--- config.mk ---
export PLATFORM = sky130hd
export DESIGN_NAME = diff_psum_row_acc_fifo
export DESIGN_NICKNAME = d
export VERILOG_FILES = /design/src/rtl/diff_psum_row_acc_fifo.sv
export SDC_FILE = /design/constraint.sdc
export NUM_CORES = 2
export LEC_CHECK = 0
export CAP_MARGIN = 5
export CORE_ASPECT_RATIO = 1.75
export CORE_MARGIN = 5
export CORE_UTILIZATION = 31
export DETAILED_ROUTE_END_ITERATION = 8
export SYNTH_ARGS = -nofsm -noshare
export SYNTH_HDL_FRONTEND = slang
export SYNTH_SLANG_ARGS = --single-unit
--- constraint.sdc ---
create_clock -name clk -period 40.8 [get_ports clk]
set_input_delay 8.16 -clock clk [delete_from_list [all_inputs] [get_ports clk]]
set_output_delay 8.16 -clock clk [all_outputs]
set_load 0.02 [all_outputs]
--- src/rtl/diff_psum_row_acc_fifo.sv ---
// Per-PE row accumulator: sums K beats of partial sums per lane
// and queues each finished window in a small FWFT FIFO.
module diff_psum_row_acc_fifo #(
  parameter int PSUM_WIDTH = 32,
  parameter int WINDOW     = 6,
  parameter int DEPTH      = 4
) (
  input  logic                         clk,
  input  logic                         rst,
  input  logic                         kernel_mode,
  input  logic                         clear,
  input  logic                         in_valid,
  output logic                         in_ready,
  input  logic [WINDOW*PSUM_WIDTH-1:0] in_psum,
  output logic                         out_valid,
  input  logic                         out_ready,
  output logic [WINDOW*PSUM_WIDTH-1:0] out_psum,
  output logic [$clog2(DEPTH):0]       count,
  output logic                         overflow
);

  localparam int PW = WINDOW * PSUM_WIDTH;
  localparam int AW = $clog2(DEPTH);
  localparam int CW = AW + 1;

  // rcnt values: 0 is the idle state, the rest count accepted beats
  localparam logic [2:0] RCNT_IDLE = 3'd0;
  localparam logic [2:0] RCNT_FIRST = 3'd1;
  localparam logic [2:0] LAST_K3 = 3'd2;
  localparam logic [2:0] LAST_K5 = 3'd4;

  logic [2:0]    rcnt_q, rcnt_d;
  logic          k_lat_q, k_lat_d;
  logic [PW-1:0] acc_q, acc_d;
  logic [AW-1:0] wr_ptr_q, wr_ptr_d;
  logic [AW-1:0] rd_ptr_q, rd_ptr_d;
  logic [CW-1:0] count_q, count_d;
  logic          ovf_q, ovf_d;
  logic [PW-1:0] mem_q [DEPTH];

  logic [2:0]    rcnt_last;
  logic          last_beat;
  logic          full;
  logic          fire;
  logic          push;
  logic          pop;
  logic [PW-1:0] sum;
  logic          lane_ovf;

  assign rcnt_last = k_lat_q ? LAST_K5 : LAST_K3;
  assign last_beat = (rcnt_q == rcnt_last);
  assign full      = (count_q == CW'(DEPTH));

  // in_ready looks only at local state so there is no path from out_ready
  assign in_ready  = !clear && (!last_beat || !full);
  assign out_valid = (count_q != '0) && !clear;
  assign fire      = in_valid && in_ready;
  assign pop       = out_valid && out_ready;
  assign push      = fire && last_beat;

  assign out_psum  = mem_q[rd_ptr_q];
  assign count     = count_q;
  assign overflow  = ovf_q;

  // lane-wise wrapping add of the running sum and the incoming beat
  always_comb begin
    sum      = '0;
    lane_ovf = 1'b0;
    for (int i = 0; i < WINDOW; i++) begin
      logic [PSUM_WIDTH-1:0] a;
      logic [PSUM_WIDTH-1:0] b;
      logic [PSUM_WIDTH-1:0] s;
      a = acc_q[i*PSUM_WIDTH +: PSUM_WIDTH];
      b = in_psum[i*PSUM_WIDTH +: PSUM_WIDTH];
      s = a + b;
      sum[i*PSUM_WIDTH +: PSUM_WIDTH] = s;
      if ((a[PSUM_WIDTH-1] == b[PSUM_WIDTH-1]) &&
          (s[PSUM_WIDTH-1] != a[PSUM_WIDTH-1]))
        lane_ovf = 1'b1;
    end
  end

  // group sequencing, FIFO pointers and occupancy
  always_comb begin
    rcnt_d   = rcnt_q;
    k_lat_d  = k_lat_q;
    acc_d    = acc_q;
    ovf_d    = ovf_q;
    wr_ptr_d = wr_ptr_q;
    rd_ptr_d = rd_ptr_q;
    count_d  = count_q;
    if (clear) begin
      rcnt_d   = RCNT_IDLE;
      ovf_d    = 1'b0;
      wr_ptr_d = '0;
      rd_ptr_d = '0;
      count_d  = '0;
    end else begin
      if (fire) begin
        if (rcnt_q == RCNT_IDLE) begin
          k_lat_d = kernel_mode;
          acc_d   = in_psum;
          rcnt_d  = RCNT_FIRST;
        end else begin
          acc_d  = sum;
          ovf_d  = ovf_q | lane_ovf;
          rcnt_d = last_beat ? RCNT_IDLE : rcnt_q + 3'd1;
        end
      end
      if (push)
        wr_ptr_d = wr_ptr_q + 1'b1;
      if (pop)
        rd_ptr_d = rd_ptr_q + 1'b1;
      unique case ({push, pop})
        2'b10:   count_d = count_q + 1'b1;
        2'b01:   count_d = count_q - 1'b1;
        default: count_d = count_q;
      endcase
    end
  end

  // control and accumulator state
  always_ff @(posedge clk or posedge rst) begin
    if (rst) begin
      rcnt_q   <= RCNT_IDLE;
      k_lat_q  <= 1'b0;
      acc_q    <= '0;
      ovf_q    <= 1'b0;
      wr_ptr_q <= '0;
      rd_ptr_q <= '0;
      count_q  <= '0;
    end else begin
      rcnt_q   <= rcnt_d;
      k_lat_q  <= k_lat_d;
      acc_q    <= acc_d;
      ovf_q    <= ovf_d;
      wr_ptr_q <= wr_ptr_d;
      rd_ptr_q <= rd_ptr_d;
      count_q  <= count_d;
    end
  end

  // FIFO storage; the final sum is written straight from the adder
  always_ff @(posedge clk or posedge rst) begin
    if (rst) begin
      for (int i = 0; i < DEPTH; i++)
        mem_q[i] <= '0;
    end else if (push) begin
      mem_q[wr_ptr_q] <= sum;
    end
  end

endmodule

==> impl_metrics.csv <==
group,metric,value,unit
run_status,status,"finished, final reports clean",
timing,grt_setup_unrepaired,"false",
yosys,ys_top_cells_by_count,"dfrtp_1 (972), nand2_1 (724), o21ai_0 (584)",
timing,whs,0.474,ns
timing,worstMarginPinSlew,1.09,ns
timing,period_share,44.4,%
timing,hold_viol,0,
worst_setup_path,arrival,9.97,ns
worst_setup_path,critPathRequiredTime,32.64,ns
yosys,synth_top_area_cell,"dfrtp_1",
clock_tree,cts.repair.resized,0,
worst_setup_path,cp-start-kind,"input pin",
route,dr_wl_met3,9.79,mm
power,seqPwrFrac,33.3,%
hold_path,hold_path.class,"reg -> reg",
floorplanning,row_count,196,
timing,slew_violations,0,
global_routing,grt_usage,17.6,%
route,drc,0,
route,vias,37100,
clock_tree,postCtsSetupBuffers,0,
route,drt_iter0_drc,2053,
worst_setup_path,cp_num_buf_inv,2,
yosys,syn_area_per_cell,10.8,µm²
global_routing,grt.overflow.total,0,
placed_design,io_buffers,395,
route,wl_met2,75.4,mm
route,highest_layer,"met5",
clock_tree,postCtsHoldBufs,0,
finish,synthToLayoutAreaGrowth,18.7,%
yosys,synth_cell_types,91,
placed_design,gp_congestion,0.842,
power,ir_drop,0.0000499,V
power,p_switching,1.30,mW
finish,seqCellArea,24300,µm²
placed_design,dp_hpwl,104,mm
power,leakage,26.7,nW
yosys,synth_area,50700,µm²
yosys,synth_area_leaders,"dfrtp_1 (48%), mux4_2 (8.5%), mux2_2 (7.8%)",
route,via_per_inst,5.13,
finish,drive_gt1_share,16.1,%
floorplanning,die_w,316,µm
global_routing,grt_pass1_vias,38400,
route,totalWireLength,152,mm
power,pwr-share-clk,27.7,%
finish,final_util,36.9,%
power,power_density,58.5,nW/µm²
timing,finalSetupTns,0,ns
yosys,ys_warn_count,0,
clock_tree,tritoncts,"yes",
yosys,ys_async_sr_fraction,100,%
worst_setup_path,critPathMaxStageDelay,0.69,ns
global_routing,grt_max_degree,148,
floorplanning,die_area,172000,µm²
yosys,synth_top_area_share,48.0,%
global_routing,antenna_found_initial,37,
route,drt_pass1_iterations,5,
worst_setup_path,regToRegSetupSlack,36.02,ns
timing,skew,0.0297,ns
worst_setup_path,cp_cell_sequence,"clkdlybuf4s50_1 > a31oi_1 > clkdlybuf4s50_1",
yosys,synth_edf_count,0,
worst_setup_path,crit_path_end,"in_ready",
yosys,syn_nets,5091,
worst_setup_path,worst-path-stages,3,
placed_design,pre_cts_slack,22.71,ns
worst_setup_path,critical_path_class,"in -> out",
worst_setup_path,r2r_start,"rcnt_q[1]$_DFFE_PP0P_",
worst_setup_path,worstPathMaxFanout,10,
route,ant_nets,0,
timing,relSlewSlack,27.5,%
yosys,synth.yosys.seq_area_share,48.0,%
hold_path,whs_path_depth,2,
route,wl_met1,63.2,mm
power,p_sw_share,37.0,%
worst_setup_path,timing.critical_path.mode_cell,"clkdlybuf4s50_1",
yosys,ys_ff_latch,972,
finish,multi_input_area,25100,µm²
floorplanning,core_area,163000,µm²
clock_tree,cts_made_buffers,98,
finish,fin_nets,5355,
clock_tree,cts_sinks,972,
timing,fmax,55.2,MHz
global_routing,grt_pass1_wl,235,mm
worst_setup_path,crit_path_start,"clear",
yosys,yosysMostFrequentCell,"dfrtp_1",
worst_setup_path,reg2reg_depth,9,
worst_setup_path,critical-path-top-delay-family,"buffers and inverters",
yosys,synthCells,4694,
clock_tree,clock_path_buffers,3,
worst_setup_path,worstReg2RegEnd,"mem_q[274]$_DFFE_PP0P_",
finish,final_cells,7230,
finish,fillers,16100,
timing,setup_violations,0,
timing,period_needed,18.13,ns
worst_setup_path,endpoint_kind,"output port",
route,routedWlPerCell,21.1,µm
worst_setup_path,critical-path-slowest-cell,"clkdlybuf4s50_1",
power,share_comb_of_total_power,39.0,%
clock_tree,cts-htree-levels,3,
yosys,synthFlopType,"dfrtp_1",
clock_tree,clockRootBuffer,"clkbuf_16",
clock_tree,path_clk_slew,0.06,ns
power,intPower,2.22,mW
timing,worst_slack,22.67,ns
clock_tree,clock_latency,0.71,ns
flow_run,maxCapViolCount,0,
floorplanning,ioPinCount,396,
floorplanning,die_height,545,µm
floorplanning,initial_core_util,31.1,%
placed_design,dp_cells,7036,
final cells by class:
class / instances / area share (%)
timing repair buffer: 439 / 7.18
clock buffer: 131 / 4.64
clock inverter: 50 / 1.11
inverter: 53 / 0.343
tap: 2178 / 4.53
multi-input combinational: 3394 / 41.7
sequential: 972 / 40.5
antenna: 13 / 0.0541
per-layer routing:
layer,vias up,track usage (%)
met2,823,30.5
met4,26,5.08
li1,17400,-
met1,18600,21.7
met5,-,0
met3,211,4.28
how the worst min path moves through the flow:
stage	slack [ns]	end	start
after floorplan	0.44	mem_q[340]$_DFFE_PP0P_	mem_q[340]$_DFFE_PP0P_
after global routing	0.50	mem_q[30]$_DFFE_PP0P_	mem_q[30]$_DFFE_PP0P_
final	0.47	mem_q[698]$_DFFE_PP0P_	mem_q[698]$_DFFE_PP0P_
after detailed placement	0.47	mem_q[168]$_DFFE_PP0P_	mem_q[168]$_DFFE_PP0P_
after global placement	0.46	mem_q[315]$_DFFE_PP0P_	mem_q[315]$_DFFE_PP0P_
after CTS	0.48	mem_q[168]$_DFFE_PP0P_	mem_q[168]$_DFFE_PP0P_
kinds of logic (layout without fill, tap and decap cells):
logic type      count (synthesis)  count (layout)  synth area share, %
simple gates                 1187            1187                 9.80
mux                           552             552                 16.5
other cells                     0              13                    0
buf+inv                       328             673                 2.67
compound gates               1275            1275                 14.9
flops                         972             972                 48.0
xor+xnor                      181             181                 3.14
fa+ha+maj                     199             199                 5.02
power by group through the flow:
stage               sequential, mW  combinational (mW)  clock (mW)
floorplan                     1.16               0.908           0
global placement              1.18                1.37           0
detailed placement            1.19                1.39           0
CTS                           1.17                1.39        1.01
global route                  1.19                1.50        1.04
finish                        1.17                1.37       0.975
cell usage in the layout, fill, tap and decap left out, types with 50 or more instances in the layout:
master / count
xnor2_1: 121
nor2_1: 239
nand2_1: 721
mux4_2: 192
clkbuf_16: 100
o21ai_0: 584
a21o_1: 101
mux2_2: 349
a31oi_1: 84
ha_1: 192
xor2_1: 59
inv_1: 52
nand3_1: 50
clkdlybuf4s50_1: 395
a21oi_1: 286
dfrtp_1: 970
per-stage QoR:
step                cell area, µm²  total power, mW
finish                       60100             3.52
global route                 60100             3.73
CTS                          60100             3.58
detailed placement           56700             2.57
global placement             56700             2.55
floorplan                    50700             2.07
registers in the layout, indices dropped and copies added (netlist names):
signal,count
wr_ptr_q,2
rcnt_q,3
overflow,1
count,3
rd_ptr_q,2
k_lat_q,1
mem_q,768
acc_q,192
worst min-delay path: cells and delay by family, from the launching register on:
kind / cells / cell delay (ns)
DFF: 1 / 0.34
and+or+nand+nor: 1 / 0.04
AOI/OAI and AO/OA: 1 / 0.06
Power figures use the tool's default switching activity.
